--- src/rtl/alu_pkg.sv ---
// Shared definitions for the multi-cycle ALU.
//   op_e      : operation codes carried on alu_op
//   state_e   : control FSM states
//   iter_mode : selects the iterative datapath function
package alu_pkg;

  typedef enum logic [2:0] {
    OP_NOP  = 3'd0,
    OP_CMPU = 3'd1,
    OP_ZERO = 3'd2,
    OP_ADD  = 3'd3,
    OP_SUB  = 3'd4,
    OP_CMPS = 3'd5,
    OP_MUL  = 3'd6,
    OP_DIVU = 3'd7
  } op_e;

  typedef enum logic [1:0] {
    S_IDLE = 2'd0,
    S_RUN  = 2'd1,
    S_DONE = 2'd2
  } state_e;

  // Value carried on the alu_iter mode port.
  localparam logic ITER_MUL = 1'b0;
  localparam logic ITER_DIV = 1'b1;

endpackage

--- src/rtl/alu_iter.sv ---
// Shared shift-register datapath for shift-add multiply and restoring divide.
// Ports:
//   clk, rst : clock, asynchronous active-high reset
//   load     : capture operands and clear the accumulator
//   step     : perform one iteration
//   mode     : ITER_MUL or ITER_DIV, captured on load
//   a, b     : operands (multiplicand/multiplier or dividend/divisor)
//   hi, lo   : accumulator value after the current step
//              (MUL: product high/low, DIV: remainder/quotient)
module alu_iter
  import alu_pkg::*;
#(
  parameter int WIDTH = 32
) (
  input  logic             clk,
  input  logic             rst,
  input  logic             load,
  input  logic             step,
  input  logic             mode,
  input  logic [WIDTH-1:0] a,
  input  logic [WIDTH-1:0] b,
  output logic [WIDTH-1:0] hi,
  output logic [WIDTH-1:0] lo
);

  logic             mode_q;
  logic [WIDTH-1:0] acc_hi;
  logic [WIDTH-1:0] acc_lo;
  logic [WIDTH-1:0] opd;

  logic [WIDTH:0]   sum;
  logic [WIDTH:0]   shifted;
  logic [WIDTH-1:0] rem_try;
  logic             fits;

  // hi/lo present the post-step value so the top can register the final
  // result on the same edge as the last iteration.
  always_comb begin
    sum     = {1'b0, acc_hi} + {1'b0, opd};
    shifted = {acc_hi, acc_lo[WIDTH-1]};
    fits    = (shifted >= {1'b0, opd});
    // When fits, the true difference is below opd, so modular WIDTH-bit
    // subtraction is exact.
    rem_try = shifted[WIDTH-1:0] - opd;
    hi      = acc_hi;
    lo      = acc_lo;
    if (mode_q == ITER_MUL) begin
      if (acc_lo[0]) begin
        {hi, lo} = {sum, acc_lo[WIDTH-1:1]};
      end else begin
        {hi, lo} = {1'b0, acc_hi, acc_lo[WIDTH-1:1]};
      end
    end else begin
      if (fits) begin
        hi = rem_try;
        lo = {acc_lo[WIDTH-2:0], 1'b1};
      end else begin
        hi = shifted[WIDTH-1:0];
        lo = {acc_lo[WIDTH-2:0], 1'b0};
      end
    end
  end

  always_ff @(posedge clk or posedge rst) begin
    if (rst) begin
      mode_q <= ITER_MUL;
      acc_hi <= '0;
      acc_lo <= '0;
      opd    <= '0;
    end else if (load) begin
      mode_q <= mode;
      acc_hi <= '0;
      if (mode == ITER_DIV) begin
        acc_lo <= a;
        opd    <= b;
      end else begin
        acc_lo <= b;
        opd    <= a;
      end
    end else if (step) begin
      acc_hi <= hi;
      acc_lo <= lo;
    end
  end

endmodule

--- src/rtl/alu_mc.sv ---
// Multi-cycle ALU with start/busy/done handshake.
// Ports:
//   clk, rst      : clock, asynchronous active-high reset
//   start         : request, accepted when busy=0
//   alu_op        : operation code (op_e), sampled with start
//   in0, in1      : operands A and B, sampled with start
//   out0          : sum / difference / product low / quotient
//   out1          : product high / remainder, else 0
//   zero, bigger  : equality-zero flag, A>=B flag (compares)
//   overflow      : signed overflow, product overflow, divide by zero
//   busy          : high while MUL/DIVU iterate
//   done          : one-cycle pulse when results update
module alu_mc
  import alu_pkg::*;
#(
  parameter int WIDTH = 32,
  parameter int CNT_W = $clog2(WIDTH) + 1
) (
  input  logic             clk,
  input  logic             rst,
  input  logic             start,
  input  logic [2:0]       alu_op,
  input  logic [WIDTH-1:0] in0,
  input  logic [WIDTH-1:0] in1,
  output logic [WIDTH-1:0] out0,
  output logic [WIDTH-1:0] out1,
  output logic             zero,
  output logic             bigger,
  output logic             overflow,
  output logic             busy,
  output logic             done
);

  state_e           state;
  logic [CNT_W-1:0] cnt;
  logic             run_div;

  op_e              op;
  logic [WIDTH-1:0] sum;
  logic [WIDTH-1:0] dif;
  logic [WIDTH-1:0] sc_out0;
  logic [WIDTH-1:0] sc_out1;
  logic             sc_zero;
  logic             sc_bigger;
  logic             sc_ovf;
  logic             sc_iter;

  logic             iter_load;
  logic             iter_step;
  logic [WIDTH-1:0] iter_hi;
  logic [WIDTH-1:0] iter_lo;

  logic             accept;

  assign accept    = start && (state != S_RUN);
  assign iter_load = accept && sc_iter;
  assign iter_step = (state == S_RUN);

  alu_iter #(
    .WIDTH(WIDTH)
  ) u_iter (
    .clk  (clk),
    .rst  (rst),
    .load (iter_load),
    .step (iter_step),
    .mode ((op == OP_DIVU) ? ITER_DIV : ITER_MUL),
    .a    (in0),
    .b    (in1),
    .hi   (iter_hi),
    .lo   (iter_lo)
  );

  // Single-cycle results, plus the decision whether the op must iterate.
  always_comb begin
    op        = op_e'(alu_op);
    sum       = in0 + in1;
    dif       = in0 - in1;
    sc_out0   = '0;
    sc_out1   = '0;
    sc_zero   = 1'b0;
    sc_bigger = 1'b0;
    sc_ovf    = 1'b0;
    sc_iter   = 1'b0;
    case (op)
      OP_NOP: ;
      OP_CMPU: begin
        sc_zero   = (in0 == in1);
        sc_bigger = (in0 >= in1);
      end
      OP_ZERO: sc_zero = 1'b1;
      OP_ADD: begin
        sc_out0 = sum;
        sc_zero = (sum == '0);
        sc_ovf  = (in0[WIDTH-1] == in1[WIDTH-1]) && (sum[WIDTH-1] != in0[WIDTH-1]);
      end
      OP_SUB: begin
        sc_out0 = dif;
        sc_zero = (dif == '0);
        sc_ovf  = (in0[WIDTH-1] != in1[WIDTH-1]) && (dif[WIDTH-1] != in0[WIDTH-1]);
      end
      OP_CMPS: begin
        sc_zero   = (in0 == in1);
        sc_bigger = ($signed(in0) >= $signed(in1));
      end
      OP_MUL: sc_iter = 1'b1;
      OP_DIVU: begin
        if (in1 == '0) begin
          sc_out0 = '1;
          sc_out1 = in0;
          sc_ovf  = 1'b1;
        end else begin
          sc_iter = 1'b1;
        end
      end
      default: ;
    endcase
  end

  always_ff @(posedge clk or posedge rst) begin
    if (rst) begin
      state    <= S_IDLE;
      cnt      <= '0;
      run_div  <= 1'b0;
      out0     <= '0;
      out1     <= '0;
      zero     <= 1'b0;
      bigger   <= 1'b0;
      overflow <= 1'b0;
      busy     <= 1'b0;
      done     <= 1'b0;
    end else begin
      done <= 1'b0;
      case (state)
        S_IDLE, S_DONE: begin
          state <= S_IDLE;
          if (start) begin
            if (sc_iter) begin
              state   <= S_RUN;
              busy    <= 1'b1;
              cnt     <= CNT_W'(WIDTH);
              run_div <= (op == OP_DIVU);
            end else begin
              state    <= S_DONE;
              done     <= 1'b1;
              out0     <= sc_out0;
              out1     <= sc_out1;
              zero     <= sc_zero;
              bigger   <= sc_bigger;
              overflow <= sc_ovf;
            end
          end
        end
        S_RUN: begin
          cnt <= cnt - CNT_W'(1);
          if (cnt == CNT_W'(1)) begin
            state    <= S_DONE;
            busy     <= 1'b0;
            done     <= 1'b1;
            out1     <= iter_hi;
            out0     <= iter_lo;
            bigger   <= 1'b0;
            if (run_div) begin
              zero     <= (iter_lo == '0);
              overflow <= 1'b0;
            end else begin
              zero     <= (iter_hi == '0) && (iter_lo == '0);
              overflow <= (iter_hi != '0);
            end
          end
        end
        default: state <= S_IDLE;
      endcase
    end
  end

endmodule
--- config.mk ---
export PLATFORM = sky130hd
export DESIGN_NAME = alu_mc
export DESIGN_NICKNAME = d
export VERILOG_FILES = /design/src/rtl/alu_pkg.sv /design/src/rtl/alu_iter.sv /design/src/rtl/alu_mc.sv
export SDC_FILE = /design/constraint.sdc
export NUM_CORES = 1
export LEC_CHECK = 0
export ABC_AREA = 1
export CAP_MARGIN = 15
export CORE_MARGIN = 2
export CORE_UTILIZATION = 45
export CTS_CLUSTER_DIAMETER = 50
export DETAILED_ROUTE_END_ITERATION = 8
export SETUP_SLACK_MARGIN = 0.02
export SLEW_MARGIN = 20
export SYNTH_ARGS = -nofsm -noshare
export SYNTH_HDL_FRONTEND = slang
export SYNTH_HIERARCHICAL = 1
export SYNTH_SLANG_ARGS = --single-unit
--- constraint.sdc ---
create_clock -name clk -period 4.1 [get_ports clk]
set_input_delay 0.615 -clock clk [delete_from_list [all_inputs] [get_ports clk]]
set_output_delay 0.615 -clock clk [all_outputs]
set_load 0.01 [all_outputs]
## Word level (Yosys, flattened, before mapping)

Index checks and enable logic that the tools add are counted.

- Reductions and logical operators: 20
- Equality and inequality tests: 20
- Magnitude comparators: 3
- $add $sub $neg: 5
- Multiplexer cells: 59

Operators with widths:

| cell | number |
|---|---|
| $mux 32 | 20 |
| $logic_not 32->1 | 5 |
| $pmux 32 s2 | 2 |
| $pmux 32 s3 | 1 |
| $ge 32x32->1 | 2 |
| $sub 32x32->32 | 2 |
| $add 32x32->33 | 1 |
| $ge 33x32->1 | 1 |
| $add 32x32->32 | 1 |
| $eq 32x32->1 | 1 |
| $reduce_bool 32->1 | 1 |
| $mux 1 | 20 |
| $pmux 1 s2 | 7 |
| $eq 3x3->1 const B | 4 |
| $mux 6 | 2 |
| $pmux 6 s2 | 1 |
| $reduce_and 4->1 | 2 |
| $eq 3x2->1 const B | 2 |
| $eq 6x1->1 const B | 1 |
| $mux 2 | 3 |
| $ne 2x2->1 const B | 3 |
| $reduce_and 3->1 | 2 |
| $sub 6x1->6 const B | 1 |
| $logic_and 1x1->1 | 5 |
| other kinds (12) | 17 |

- Output and inout bits: 69
- Input port bits: 70
- Word-level logic and storage cells: 121
- Flip-flop bits (word level): 175

## Logic depth before layout (Yosys ltp)

- Depth after elaboration: 8
- Gate-level depth with buffers: 24
- Mapped depth without buffers: 23

## Cells and area by module

Netlist, hierarchy kept.

By module, submodules not included:

| module | times used | cells each | area an instance (sq um) |
|---|---|---|---|
| alu_iter | 1 | 1836 | 10689.0 |
| alu_mc | 1 | 1683 | 9605.5 |

## Worst setup path after synthesis

Ideal clock, no wire load.

- Kind: register -> register
- Start: register u_iter.acc_hi[0]
- End: register zero
- Arrival: 2.847 ns
- Required time: 4.023 ns
- Cell stages (with the launch flop): 18
- Setup slack: 1.175 ns
- Cell sequence: dfrtp_1 > ha_1 > fa_1 > nand3_1 > nand2_1 > nand2_1 > nand2_1 > or2_2 > nand3_1 > o211ai_1 > and2_1 > nor4_1 > nand4_1 > nor2_1 > nor2_1 > nor3_1 > a41oi_1 > a21oi_1

- Word-level cells in the longest chain between the ends: 8

RTL lines:

| item | line | text |
|---|---|---|
| start, declared | alu_iter.sv:27 | `logic [WIDTH-1:0] acc_hi;` |
| start signal, assigned | alu_iter.sv:81 | `acc_hi <= hi;` |
| $add 32x32->33 (tied with other cells) | alu_iter.sv:39 | `sum = {1'b0, acc_hi} + {1'b0, opd};` |
| $mux 32, on equally long branches | alu_iter.sv:48, alu_iter.sv:54 |  |
| $mux 32 * | alu_iter.sv:47 | `if (mode_q == ITER_MUL) begin` |
| net iter_hi[7] | alu_mc.sv:50 | `logic [WIDTH-1:0] iter_hi;` |
| $logic_not 32->1 * | alu_mc.sv:166 | `zero <= (iter_hi == '0) && (iter_lo == '0);` |
| $logic_and 1x1->1 * | alu_mc.sv:166 |  |
| $mux 1 * | alu_mc.sv:162 | `if (run_div) begin` |
| $mux 1 * | alu_mc.sv:155 | `if (cnt == CNT_W'(1)) begin` |
| $pmux 1 s2 * | alu_mc.sv:133 | `case (state)` |
| end signal, assigned | alu_mc.sv:147 | `zero <= sc_zero;` |
| end signal, assigned | alu_mc.sv:163 | `zero <= (iter_lo == '0);` |
| end signal, assigned | alu_mc.sv:166 |  |
| end, declared | alu_mc.sv:27 | `output logic zero,` |

Mark *: on every way through the listed nets, which the timed path passes. The rest lies on a longest branch. The select of a mux whose other input is x is not followed.
A chain may end at the register's enable or synchronous reset.

## Worst setup path after layout

- Start: register u_iter.opd[25]
- End: register zero

- Word-level cells in the longest chain between the ends: 8

RTL lines:

| item | line | text |
|---|---|---|
| start, declared | alu_iter.sv:29 | `logic [WIDTH-1:0] opd;` |
| start signal, assigned | alu_iter.sv:69 | `opd <= '0;` |
| start signal, assigned | alu_iter.sv:75 | `opd <= b;` |
| start signal, assigned | alu_iter.sv:78 | `opd <= a;` |
| $ge 33x32->1 | alu_iter.sv:41 | `fits = (shifted >= {1'b0, opd});` |
| $mux 32 | alu_iter.sv:54 | `if (fits) begin` |
| $mux 32 | alu_iter.sv:47 |  |
| net iter_hi[3] | alu_mc.sv:50 |  |
| $logic_not 32->1 | alu_mc.sv:166 |  |
| $logic_and 1x1->1 | alu_mc.sv:166 |  |
| $mux 1 | alu_mc.sv:162 |  |
| $mux 1 | alu_mc.sv:155 |  |
| $pmux 1 s2 | alu_mc.sv:133 |  |

The timed path passes the listed nets, and every way through them passes these cells. The select of a mux whose other input is x is not followed.

==> results_dict.tcl <==
set metrics [dict create \
    outcome "finished, final reports clean" \
    netlist_instances 3519 \
    synth_area_um2 20300 \
    period_minus_slack_ns 3.88 \
    fmax_ghz 0.258 \
    viasPerCell 5.61 \
    synth_ff_type "dfrtp_1" \
    synth_edf_count 0 \
    crit_path_max_fanout 26 \
    grt_pass1_vias 23200 \
    die_width_um 216 \
    min_from "bigger$_DFFE_PP0P_" \
    root_buffer "clkbuf_16" \
    placed_cells 4287 \
    ys_seq_area_frac 0.216 \
    worstPathArrival_ns 4.30 \
    worstPathCellList "inv_1 > ha_2 > nand2_1 > nor2_1 > nand2_1 > nor3_2 > nand2_4 > buf_6 > nand3_1 > nand3_1 > and2_1 > nor4_2 > buf_4 > nand4_1 > nor2_2 > nor2_1 > nor3_1 > a41oi_1 > a21oi_1" \
    skew_ns 0.0141 \
    area_growth_syn_to_layout_pct 17.4 \
    rr_startpoint "u_iter/opd[25]$_DFFE_PP0P_" \
    mostFrequentLayoutCells "nand2_1 (1214), inv_1 (558), nor2_1 (337)" \
    die_area_um2 46800 \
    grt_overflow 0 \
    path_clk_slew_ns 0.08 \
    drt_drc_violations_left 0 \
    syn_nets 3723 \
    endpoint_kind "flip-flop" \
    synth_area_leaders "nand2_1 (22%), dfrtp_1 (22%), inv_1 (10%), ha_1 (8.0%), nor2_1 (6.3%)" \
    ys_types 52 \
    post-route-period-util 0.947 \
    final_common_cell "nand2_1" \
    ys_ff_latch 175 \
    cp_top_family "simple AND/OR/NAND/NOR gates" \
    path_class "reg2reg" \
    fin_nets 3920 \
    min_path_type "reg2reg" \
    firstDrtPassIters 8 \
    final_util 0.536 \
    start_util 0.457 \
    totalPowerFinal_mw 16.4 \
    yosys_warnings 6 \
    tightest_slew_ns 0.964 \
    regToRegEndpoint "zero$_DFFE_PP0P_" \
    clock_latency_ns 0.49 \
    hpwlAfterDp_um 72500 \
    grt_max_degree 81 \
    diodes 0 \
    synth_top_area_cell "nand2_1" \
    ios 139 \
    coreArea_um2 44400 \
    fin_cells 4321 \
    synth_area_per_cell_um2 5.77 \
    rows 77 \
    final_hold_viol_count 0 \
    drive_above_1_share 0.0778 \
    drv_slew 0 \
    fin_area_um2 23800 \
    antenna_left 0 \
    gp_congestion 1.11 \
    slowest_delay_ns 0.43 \
    whs_endpoint "bigger$_DFFE_PP0P_" \
    leakagePower_nw 12.9 \
    yosys.area.top_type_share 0.225 \
    cts_buffers 17 \
    io_buffers 138 \
    drv_cap 0 \
    holdPathStages 2 \
    clock_sinks 175 \
    clockBufferDepth 2 \
    dieHeight_um 216 \
    synth-async-reset-ratio 1.00 \
    vdd_drop_max_uv 343 \
    crit_slowest_cell "dfrtp_1" \
    antenna_found_initial 1 \
    required_ns 4.52 \
    wire_per_inst_um 20.6 \
    grt_pass1_wl_um 134000 \
    r2r_cells 19 \
    slew_headroom 0.355 \
    crit_buf_inv 3 \
    critical_path.startpoint_type "flip-flop" \
    totalWireLength_um 89000 \
    h-tree-depth 4 \
    grt_use_total 0.377 \
    cts_tree "yes" \
    dpl_cell_area_um2 23200 \
    r2r_slack_ns 0.22 \
    setup_viol 0 \
    first_iter_violations 2830 \
    num_vias 24200 \
    powerDensity_nw_per_um2 687 \
]
-- where the power goes --
group          switching, mW  leakage [nW]  internal, mW
Clock                  0.822         0.279         0.866
Sequential             0.687          2.13          2.46
Combinational           7.38          10.4          4.16
Total                   8.89          12.9          7.49
-- cells by family after synthesis --
logic type,synth area share
xor gates and xnor gates,0.0168
and+or+nand+nor,0.406
buffers and inverters,0.138
DFF,0.216
adders and majority gates,0.0841
AOI/OAI and AO/OA,0.140
-- cell usage after synthesis (12+ instances only) --
library cell  instances
a21oi_1             191
a31oi_1              35
and2_1               15
buf_1                12
buf_2                34
clkbuf_1             66
dfrtp_1             175
ha_1                130
inv_1               562
nand2_1            1215
nand2_2              19
nand3_1             230
nand4_1              65
nor2_1              343
nor3_1               24
nor4_1               17
o211ai_1             17
o21ai_0             156
o221ai_1             35
o22ai_1              23
xor2_1               28
-- per-stage QoR --
stage / hold slack, ns / setup slack [ns] / setup TNS (ns)
final: 0.489 / 0.218 / 0
after global routing: 0.498 / -0.0248 / -0.0248
after CTS: 0.487 / 0.0586 / 0
after detailed placement: 0.470 / 0.0728 / 0
after global placement: 0.468 / -0.249 / -0.323
after floorplan: 0.452 / 0.951 / 0
-- worst min-delay path, cell delays in order (launching register included) --
cell	delay, ns
dfrtp_1	0.34
nand2_1	0.05
nand2_1	0.06
-- flip-flops by register name, summed over array words and instances, names as in the netlist, 2 cells and up --
signal and count:
u_iter/acc_lo 32, u_iter/acc_hi 32, u_iter/opd 32, state 2, cnt 6, out1 32
out0 32
-- per-layer routing --
| metal | track usage | vias to the layer above | wire length, um |
|---|---|---|---|
| met2 | 0.621 | 1188 | 40900 |
| met1 | 0.481 | 11300 | 36500 |
| met4 | 0.191 | 0 | 4750 |
| li1 | - | 11600 | - |
| met5 | 0 | - | 0 |
| met3 | 0.0553 | 214 | 6800 |
-- repair_timing --
action / in CTS / in global routing
hold endpoints to repair: 0 / 0
setup buffers: 0 / 1
setup endpoints to repair: 0 / 2
hold buffers: 0 / 0
gates resized for setup: 0 / 21
-- worst max-delay path by stage --
stage	endpoint	slack (ns)	depth (start not counted)	startpoint
2_1_floorplan	u_iter/acc_hi[0]$_DFFE_PP0P_	0.95	1	rst
3_3_place_gp	u_iter/acc_lo[31]$_DFFE_PP0P_	-0.25	14	in1[7]
3_5_place_dp	zero$_DFFE_PP0P_	0.07	20	u_iter/acc_hi[6]$_DFFE_PP0P_
4_1_cts	zero$_DFFE_PP0P_	0.06	21	u_iter/opd[1]$_DFFE_PP0P_
5_1_grt	zero$_DFFE_PP0P_	-0.02	22	u_iter/opd[26]$_DFFE_PP0P_
6_report	zero$_DFFE_PP0P_	0.22	19	u_iter/opd[25]$_DFFE_PP0P_
-- cell type report --
type                       count  area [um^2]
fill                        4674        20600
timing repair buffer         308         2750
multi-input combinational   2645        13200
sequential                   175         4390
inverter                     569         2140
tap                          592          741
clock buffer                  19          443
clock inverter                13          126
Note: power is estimated with default switching activity, not from simulation.
